==> src/rtl/vgacon_pkg.sv <==
// rtl/vgacon_pkg.sv - shared constants, state encoding and helpers for the VGA text console writer
package vgacon_pkg;

    localparam int NUM_ROWS_DEF = 3;
    localparam int NUM_COLS_DEF = 10;

    typedef enum logic [2:0] {
        ST_IDLE,
        ST_WR,
        ST_SCROLL,
        ST_CLR_ROW,
        ST_CLR_ALL
    } state_e;

    typedef enum logic [2:0] {
        CUR_HOLD,
        CUR_ADV,
        CUR_CR,
        CUR_LF,
        CUR_BS,
        CUR_HOME
    } cur_op_e;

    localparam logic [6:0] CH_BS = 7'h08;
    localparam logic [6:0] CH_LF = 7'h0A;
    localparam logic [6:0] CH_FF = 7'h0C;
    localparam logic [6:0] CH_CR = 7'h0D;

    localparam logic [8:0] BLANK_CELL = 9'h020;

    // Ten columns is the only width in use; shift-add keeps the multiplier out.
    function automatic int row_base(input logic [1:0] row, input int ncols);
        if (ncols == 10)
            return (int'(row) << 3) + (int'(row) << 1);
        else
            return int'(row) * ncols;
    endfunction

endpackage

==> src/rtl/vgacon_cursor.sv <==
// rtl/vgacon_cursor.sv - cursor row/column registers with advance, wrap, CR, LF, BS and home
module vgacon_cursor
    import vgacon_pkg::*;
#(
    parameter int NUM_ROWS = NUM_ROWS_DEF,
    parameter int NUM_COLS = NUM_COLS_DEF
) (
    input  logic       clk,
    input  logic       rst,
    input  cur_op_e    op_i,
    output logic [1:0] row_o,
    output logic [3:0] col_o,
    output logic       at_last_row_o,
    output logic       at_last_cell_o
);

    localparam logic [1:0] LAST_ROW = 2'(NUM_ROWS - 1);
    localparam logic [3:0] LAST_COL = 4'(NUM_COLS - 1);

    logic [1:0] row_q, row_d;
    logic [3:0] col_q, col_d;

    // The row never advances past the last row; scrolling makes room instead.
    always_comb begin
        row_d = row_q;
        col_d = col_q;
        case (op_i)
            CUR_ADV: begin
                if (col_q == LAST_COL) begin
                    col_d = 4'd0;
                    if (row_q != LAST_ROW) row_d = row_q + 2'd1;
                end else begin
                    col_d = col_q + 4'd1;
                end
            end
            CUR_CR: col_d = 4'd0;
            CUR_LF: begin
                col_d = 4'd0;
                if (row_q != LAST_ROW) row_d = row_q + 2'd1;
            end
            CUR_BS: if (col_q != 4'd0) col_d = col_q - 4'd1;
            CUR_HOME: begin
                row_d = 2'd0;
                col_d = 4'd0;
            end
            default: ;
        endcase
    end

    always_ff @(posedge clk) begin
        if (rst) begin
            row_q <= 2'd0;
            col_q <= 4'd0;
        end else begin
            row_q <= row_d;
            col_q <= col_d;
        end
    end

    assign row_o          = row_q;
    assign col_o          = col_q;
    assign at_last_row_o  = (row_q == LAST_ROW);
    assign at_last_cell_o = (row_q == LAST_ROW) && (col_q == LAST_COL);

endmodule

==> src/rtl/vgacon_tty_ctrl.sv <==
// rtl/vgacon_tty_ctrl.sv - terminal-style write controller and scroller for the console text buffer
module vgacon_tty_ctrl
    import vgacon_pkg::*;
#(
    parameter int NUM_ROWS = NUM_ROWS_DEF,
    parameter int NUM_COLS = NUM_COLS_DEF,
    parameter int ADDR_W   = 5,
    parameter int CELL_W   = 9
) (
    input  logic              clk,
    input  logic              rst,
    input  logic              in_valid,
    output logic              in_ready,
    input  logic [6:0]        in_char,
    input  logic [1:0]        in_color,
    input  logic              clear_req,
    output logic              buf_we,
    output logic [ADDR_W-1:0] buf_waddr,
    output logic [CELL_W-1:0] buf_wdata,
    output logic [ADDR_W-1:0] buf_raddr,
    input  logic [CELL_W-1:0] buf_rdata,
    output logic [1:0]        cursor_row,
    output logic [3:0]        cursor_col,
    output logic              busy,
    output logic              scroll_done
);

    localparam logic [ADDR_W-1:0] ONE_A      = ADDR_W'(1);
    localparam logic [ADDR_W-1:0] NCOLS_A    = ADDR_W'(NUM_COLS);
    localparam logic [ADDR_W-1:0] COPY_LAST  = ADDR_W'((NUM_ROWS - 1) * NUM_COLS - 1);
    localparam logic [ADDR_W-1:0] LROW_BASE  = ADDR_W'((NUM_ROWS - 1) * NUM_COLS);
    localparam logic [ADDR_W-1:0] CELL_LAST  = ADDR_W'(NUM_ROWS * NUM_COLS - 1);
    localparam logic [CELL_W-1:0] BLANK      = CELL_W'(BLANK_CELL);

    state_e              state_q, state_d;
    logic [ADDR_W-1:0]   idx_q, idx_d;
    logic [ADDR_W-1:0]   waddr_q, waddr_d;
    logic [CELL_W-1:0]   cell_q, cell_d;
    logic                wrap_q, wrap_d;
    logic                clear_pend_q, clear_pend_d;
    logic                scroll_done_q, scroll_done_d;
    cur_op_e             cur_op;
    logic                at_last_row, at_last_cell;
    logic [ADDR_W-1:0]   cur_addr;
    logic                accept;

    vgacon_cursor #(
        .NUM_ROWS(NUM_ROWS),
        .NUM_COLS(NUM_COLS)
    ) u_cursor (
        .clk           (clk),
        .rst           (rst),
        .op_i          (cur_op),
        .row_o         (cursor_row),
        .col_o         (cursor_col),
        .at_last_row_o (at_last_row),
        .at_last_cell_o(at_last_cell)
    );

    assign cur_addr = ADDR_W'(row_base(cursor_row, NUM_COLS) + int'(cursor_col));
    assign in_ready = (state_q == ST_IDLE) && !clear_req && !clear_pend_q && !rst;
    assign accept   = in_valid && in_ready;
    assign busy     = (state_q != ST_IDLE);
    assign scroll_done = scroll_done_q;

    always_comb begin
        state_d       = state_q;
        idx_d         = idx_q;
        waddr_d       = waddr_q;
        cell_d        = cell_q;
        wrap_d        = wrap_q;
        clear_pend_d  = clear_pend_q;
        scroll_done_d = 1'b0;
        cur_op        = CUR_HOLD;
        buf_we        = 1'b0;
        buf_waddr     = '0;
        buf_wdata     = '0;
        buf_raddr     = '0;

        // Clears arriving while busy collapse into a single deferred clear.
        if (state_q != ST_IDLE && clear_req) clear_pend_d = 1'b1;

        case (state_q)
            ST_IDLE: begin
                if (clear_req || clear_pend_q) begin
                    state_d      = ST_CLR_ALL;
                    idx_d        = '0;
                    clear_pend_d = 1'b0;
                    cur_op       = CUR_HOME;
                end else if (accept) begin
                    if (in_char >= 7'h20 && in_char <= 7'h7E) begin
                        waddr_d = cur_addr;
                        cell_d  = CELL_W'({in_color, in_char});
                        wrap_d  = at_last_cell;
                        cur_op  = CUR_ADV;
                        state_d = ST_WR;
                    end else begin
                        case (in_char)
                            CH_CR: cur_op = CUR_CR;
                            CH_LF: begin
                                cur_op = CUR_LF;
                                if (at_last_row) begin
                                    state_d = ST_SCROLL;
                                    idx_d   = '0;
                                end
                            end
                            CH_BS: begin
                                if (cursor_col != 4'd0) begin
                                    cur_op  = CUR_BS;
                                    waddr_d = cur_addr - ONE_A;
                                    cell_d  = BLANK;
                                    wrap_d  = 1'b0;
                                    state_d = ST_WR;
                                end
                            end
                            CH_FF: begin
                                state_d = ST_CLR_ALL;
                                idx_d   = '0;
                                cur_op  = CUR_HOME;
                            end
                            default: ;
                        endcase
                    end
                end
            end
            ST_WR: begin
                buf_we    = 1'b1;
                buf_waddr = waddr_q;
                buf_wdata = cell_q;
                idx_d     = '0;
                state_d   = wrap_q ? ST_SCROLL : ST_IDLE;
            end
            ST_SCROLL: begin
                buf_we    = 1'b1;
                buf_raddr = idx_q + NCOLS_A;
                buf_waddr = idx_q;
                buf_wdata = buf_rdata;
                // idx carries straight on into the last-row clear.
                if (idx_q == COPY_LAST) begin
                    idx_d   = LROW_BASE;
                    state_d = ST_CLR_ROW;
                end else begin
                    idx_d = idx_q + ONE_A;
                end
            end
            ST_CLR_ROW, ST_CLR_ALL: begin
                buf_we    = 1'b1;
                buf_waddr = idx_q;
                buf_wdata = BLANK;
                if (idx_q == CELL_LAST) begin
                    idx_d         = '0;
                    state_d       = ST_IDLE;
                    scroll_done_d = (state_q == ST_CLR_ROW);
                end else begin
                    idx_d = idx_q + ONE_A;
                end
            end
            default: state_d = ST_IDLE;
        endcase
    end

    always_ff @(posedge clk) begin
        if (rst) begin
            state_q       <= ST_IDLE;
            idx_q         <= '0;
            waddr_q       <= '0;
            cell_q        <= '0;
            wrap_q        <= 1'b0;
            clear_pend_q  <= 1'b0;
            scroll_done_q <= 1'b0;
        end else begin
            state_q       <= state_d;
            idx_q         <= idx_d;
            waddr_q       <= waddr_d;
            cell_q        <= cell_d;
            wrap_q        <= wrap_d;
            clear_pend_q  <= clear_pend_d;
            scroll_done_q <= scroll_done_d;
        end
    end

endmodule

==> config.mk <==
export PLATFORM = sky130hd
export DESIGN_NAME = vgacon_tty_ctrl
export DESIGN_NICKNAME = d
export VERILOG_FILES = /design/src/rtl/vgacon_pkg.sv /design/src/rtl/vgacon_cursor.sv /design/src/rtl/vgacon_tty_ctrl.sv
export SDC_FILE = /design/constraint.sdc
export NUM_CORES = 1
export LEC_CHECK = 0
export CORE_ASPECT_RATIO = 0.7
export CORE_UTILIZATION = 45
export DETAILED_ROUTE_END_ITERATION = 16
export DONT_BUFFER_PORTS = 1
export GPL_TIMING_DRIVEN = 0
export MAX_ROUTING_LAYER = met4
export PLACE_DENSITY = 0.71
export SLEW_MARGIN = 15
export SYNTH_ARGS = -nofsm -noshare
export SYNTH_HDL_FRONTEND = slang
export SYNTH_SLANG_ARGS = --single-unit
export TNS_END_PERCENT = 5
==> constraint.sdc <==
create_clock -name clk -period 2.2 [get_ports clk]
set_clock_uncertainty 0.2 [all_clocks]
set_input_delay 0.44 -clock clk [delete_from_list [all_inputs] [get_ports clk]]
set_output_delay 0.44 -clock clk [all_outputs]
set_load 0.01 [all_outputs]
==> run metrics, run 1 <==
status finished, violations left; failing checks negative setup slack; total wire length 6.601 mm; Yosys reg bits 31; Fillers 464; initial core utilization 0.4828; std cell rows 21; final-stage net count 353; Seq. cell area 629.4 um^2; worst relative slew slack 0.5102; hold depth 1; Hold Vio Cnt, Final 0; Root Buffer clkbuf_8; total gr overflow 0; Logic pwr share 0.504; Final Cycle Share 1.099; Core Util, Final 0.5658; Switching Power 1.141 mW; FFs w/ async S/R, synth 0; Syn Area/Cell 7.829 um^2; vias 2355; CTS tree yes; WP data arrival 2380 ps; unrepaired setup endpoints after global routing true; later-pin clock latency in the skew report 290 ps; clock group share of total power 0.189; most frequent cells in the layout nand2_1, nor2_1, dfxtp_1; # IOs 51; Warnings, synthesis 0; GPL Wtd Cong 0.8536; Hold Buf Count CTS 0; critical path type reg -> reg; cell area after layout 2780 um^2; HPWL Detailed 4.708 mm; Worst-path clk slew 70 ps; worst hold path type in -> reg; r2r worst-path depth 9; Post-DP Area 2472 um^2; die width 88.78 um; dpl cells 372; DRT iter0 DRCs 177; actual slew at the worst max-slew pin 734.8 ps; Cells after Synth 303; detailed-route wire length per cell 17.10 um; clock sink count 31; Most used DFF post-synth dfxtp_1; largest net degree at the start of global routing 12; Reg2Reg Setup Slack -220 ps; max-slew violation count 0; vias per inst 6.101; Crit Reg-Reg Endpoint u_cursor.col_o[1]$_SDFFE_PP0P_; Finished Layout Cells 386; Worst setup EP type register; Setup violations, final 23; Worst VDD drop 0.4855 mV; CP required 2160 ps; first-pass GRT wire length 10.70 mm; Pleak 1.022 nW; die footprint 5571 um^2; crit path launch type register; Max H-tree Level 2; crit path time final 2419 ps; register share of total power 0.308; Synth cell types 62; # diodes 0; vias in the first global route 2104; HP Start in_char[6]; post-synth net total 339; Min-Delay Endpoint cell_q[5]$_SDFFE_PP0P_; die height 62.75 um; fraction of layout cells with a size suffix above 1 0.2271; # DRC 0; final worst setup slack -218.6 ps; Mapped Area 2372 um^2; Switching Fraction 0.4484; Post-DRT Antenna Nets 0; Max Cap Violations 0; total track usage 0.2598; f_max 413.5 MHz; initial antenna violation count 0; area grow syn2layout 17.19%; worst-case clock buffer depth 2; core area 4913 um^2; CTS Buf Count 5; Pwr Density 914.8 nW/um^2; area occupied by multi-input gates 1723 um^2; CP Max Fanout 5; number of flops mapped to enable cells by yosys 0; Int Pwr 1.403 mW; drt first pass iters 5; Critical R2R Launch u_cursor.col_o[0]$_SDFFE_PP0P_; IO buf count 0; sequential share of the synthesized area 0.2616
## Yosys cell counts, drive strengths merged, types with 6 or more instances
cell	instances	area, um^2
a21oi	26	133.9
a22oi	14	105.1
buf	6	42.54
clkbuf	13	48.80
dfxtp	31	620.6
ha	13	162.7
inv	10	37.54
nand2	28	105.1
nand3	17	85.08
nor2	35	131.4
nor2b	7	43.79
nor3	7	51.30
o21ai	18	97.59
xnor2	7	61.31
## power groups by stage
stage	registers [mW]	clock network (mW)	logic [mW]
floorplan	0.739	0	0.874
global placement	0.762	0	1.08
global route	0.796	0.505	1.41
detailed placement	0.765	0	1.09
CTS	0.776	0.475	1.25
finish	0.783	0.479	1.28
## repair_timing
item / CTS / global route
setup buffers: 7 / 0
endpoints found under the setup margin: 49 / 42
cloned: 1 / 0
pin swaps: 6 / 3
gates resized for setup: 34 / 16
## kinds of logic (layout without fill, tap and decap cells)
logic type,Yosys count,after routing,share of synthesized area
fa+ha+maj,14,14,0.07701
buf+inv,29,43,0.05433
mux,3,3,0.01266
xor+xnor,11,11,0.04061
simple gates,129,129,0.3001
compound gates,86,86,0.2537
flops,31,31,0.2616
## final cells by class
cell class | instances | share of cell area
sequential | 31 | 0.2264
buffer | 18 | 0.04545
clock inverter | 1 | 0.001800
timing repair buffer | 8 | 0.02880
multi-input combinational | 243 | 0.6197
tap | 69 | 0.03105
clock buffer | 6 | 0.02970
inverter | 10 | 0.01710
## how the worst max path moves through the flow
stage                                               from                        endpoint  cells after the start
after global routing      u_cursor.col_o[0]$_SDFFE_PP0P_  u_cursor.col_o[1]$_SDFFE_PP0P_                      9
after detailed placement         state_q[0]$_SDFFE_PP0P_                    buf_waddr[1]                      5
after global placement           state_q[0]$_SDFFE_PP0P_                    buf_waddr[1]                      5
after floorplan                               in_char[5]          cell_q[0]$_SDFFE_PP0P_                      7
after CTS                 u_cursor.col_o[0]$_SDFFE_PP0P_  u_cursor.col_o[1]$_SDFFE_PP0P_                      9
final                     u_cursor.col_o[0]$_SDFFE_PP0P_  u_cursor.col_o[1]$_SDFFE_PP0P_                      9
## worst max-delay path, cell delays in order, from the launching register on
cell	delay [ps]
dfxtp_4	370
buf_8	130
inv_8	50
ha_4	100
or4b_4	450
and3_4	200
o311a_4	370
buf_8	160
o211ai_1	130
o41ai_2	120
## through the flow
step	setup slack (ps)	TNS, ps	power [mW]	hold WS (ps)
2_1_floorplan	-84.28	-1198	1.613	245.6
3_3_place_gp	-384.6	-8190	1.842	257.1
3_5_place_dp	-439.5	-9001	1.856	265.0
4_1_cts	-244.5	-3368	2.498	61.95
5_1_grt	-271.3	-4730	2.709	51.82
6_report	-218.6	-2451	2.543	57.30
## metal layers
| metal | global-route usage | routed length (um) |
|---|---|---|
| met1 | 0.3653 | 3066 |
| met2 | 0.3683 | 2924 |
| met3 | 0.05812 | 531 |
| met4 | 0.07863 | 79 |
| met5 | - | 0 |
## flip-flops by register name (all words and copies together), names as in the netlist
signal	count
cell_q	9
clear_pend_q	1
idx_q	5
scroll_done	1
state_q	3
u_cursor.col_o	4
u_cursor.row_o	2
waddr_q	5
wrap_q	1
Note: power is estimated with default switching activity, not from simulation.
==> run 2: changes to the inputs <==
CAP_MARGIN = 10   (was not set)
CELL_PAD_IN_SITES_DETAIL_PLACEMENT = 1   (was not set)
CELL_PAD_IN_SITES_GLOBAL_PLACEMENT = 1   (was not set)
CORE_UTILIZATION = 42   (was 45)
PLACE_DENSITY = 0.85   (was 0.71)
==> run metrics, run 2 (same netlist as run 1, synthesis figures left out) <==
status finished, violations left; failing checks negative setup slack; vias per inst 6.304 (+3.3%); Worst-path clk slew 70 ps (about the same); GPL Wtd Cong 0.8399 (-1.6%); max-slew violation count 0 (unchanged); Root Buffer clkbuf_8; Worst setup EP type register; slowest cell on the critical path or4b_4; worst-case clock buffer depth 2 (unchanged); Pwr Density 944.9 nW/um^2 (+3.3%); actual slew at the worst max-slew pin 692.9 ps (-41.89 ps); CTS tree yes; cell area after layout 2868 um^2 (+3.2%); # DRC 0 (unchanged); final hold slack 77.53 ps (+20.23 ps); total wire length 8.175 mm (+24%); std cell rows 22 (+4.8%); clock group share of total power 0.193 (+0.004); CP top delay family simple AND/OR/NAND/NOR gates; Max H-tree Level 2 (unchanged); worst relative slew slack 0.5381 (+0.02793); die width 91.83 um (+3.4%); CP required 2150 ps (about the same); Pwr Total 2.710 mW (+6.5%); most frequent cells in the layout nand2_1, nor2_1, a21oi_1, dfxtp_1, nand3_1; # diodes 0 (unchanged); Hold Vio Cnt, Final 0 (unchanged); worst slack at placement -449.2 ps (-9.719 ps); initial antenna violation count 0 (unchanged); Switching Power 1.240 mW (+8.7%); Crit path largest cell delay 460 ps (about the same); Pleak 1.036 nW (+1.4%); vias in the first global route 2571 (+22%); Max Cap Violations 0 (unchanged); source of the critical timing path u_cursor.col_o[0]$_SDFFE_PP0P_; Reg with most FFs cell_q; die footprint 5958 um^2 (+6.9%); initial core utilization 0.4442 (-0.03858); total track usage 0.2970 (+0.03718); Critical R2R Launch u_cursor.col_o[0]$_SDFFE_PP0P_; fraction of layout cells with a size suffix above 1 0.2696 (+0.04246); HP Start in_char[6]; top flop regs cell_q x9, idx_q x5, waddr_q x5; crit path launch type register; final worst setup slack -220.4 ps (-1.866 ps); crit path cell chain buf_8 > inv_8 > ha_4 > or4b_4 > and3_4 > o311a_4 > buf_6 > mux2i_2 > nor2_1; IO buf count 0 (unchanged); Switching Fraction 0.4576 (+0.009179); drt first pass iters 4 (-1); clock sink count 31 (unchanged); Crit path buffers/inverters 3 (unchanged); commonest non-fill, non-tap cell in the layout nand2_1; later-pin clock latency in the skew report 300 ps (about the same); Fillers 651 (+40%); CP Max Fanout 5 (unchanged); Final Cycle Share 1.100 (about the same); HPWL Detailed 5.305 mm (+13%); dpl cells 375 (+0.81%); WP data arrival 2370 ps (about the same); Post-DRT Antenna Nets 0 (unchanged); Post-DP Area 2476 um^2 (+0.15%); critical path type reg -> reg; die height 64.88 um (+3.4%); max reg flops 9 (unchanged); Finished Layout Cells 391 (+1.3%); Worst VDD drop 0.4326 mV (-11%); detailed-route wire length per cell 20.91 um (+22%); final-stage net count 354 (+0.28%); Reg2Reg Setup Slack -220 ps (about the same); register share of total power 0.292 (-0.016); # IOs 51 (unchanged); first-pass GRT wire length 13.19 mm (+23%); worst hold path type in -> reg; Hold Buf Count CTS 0 (unchanged); f_max 413.2 MHz (about the same); area grow syn2layout 20.89%; vias 2465 (+4.7%); Core Util, Final 0.5370 (-0.02881); DRT iter0 DRCs 142 (-20%); Int Pwr 1.470 mW (+4.8%); post-route setup TNS -2861 ps (-409.4 ps); CTS Buf Count 5 (unchanged); crit path time final 2420 ps (+1.866 ps); Setup violations, final 23 (unchanged); Logic pwr share 0.515 (+0.011); total gr overflow 0 (unchanged); unrepaired setup endpoints after global routing true; core area 5340 um^2 (+8.7%); largest net degree at the start of global routing 12 (unchanged)
-- run 2: cell types whose count changed in the layout (fill, tap and decap cells not counted), moves of 2 or more --
cell / delta
dfxtp_1: -3
buf_6: +2
clkbuf_1: +2
dfxtp_2: +2
-- run 2: metal layers --
metal / share of wire / GRT usage
met5: 0 / -
met4: 0.021 / 0.1211
met3: 0.059 / 0.05751
met2: 0.47 / 0.4850
met1: 0.45 / 0.3640
-- run 2: worst paths after layout --
| kind | to | cells past startpoint |
|---|---|---|
| max | waddr_q[0]$_SDFFE_PP0P_ | 9 |
| min | cell_q[5]$_SDFFE_PP0P_ | 1 |
| max reg2reg | waddr_q[0]$_SDFFE_PP0P_ | 9 |
| min reg2reg | cell_q[4]$_SDFFE_PP0P_ | 2 |
-- run 2: area by class of cell --
cell class	count	area, um^2	area share
repair buffers	9	95.09	0.03316
inverters	10	45.04	0.01571
plain buffers	18	127.6	0.04450
well taps	72	90.09	0.03141
multi-input cells	243	1774	0.6187
flip-flops and latches	31	635.6	0.2216
clock buffers	8	100.1	0.03490
-- run 2: power groups by stage --
stage          registers, mW  logic (mW)  clock network, mW
6_report               0.791        1.40              0.523
3_3_place_gp           0.764        1.09                  0
4_1_cts                0.780        1.29              0.530
5_1_grt                0.803        1.50              0.554
2_1_floorplan          0.739       0.874                  0
3_5_place_dp           0.769        1.12                  0
-- run 2: repair_timing --
item	4_1_cts	5_1_grt
resized for setup	41	23
setup buffers	6	2
setup endpoints to repair	49	40
gates cloned	1	0
pin swaps	9	6
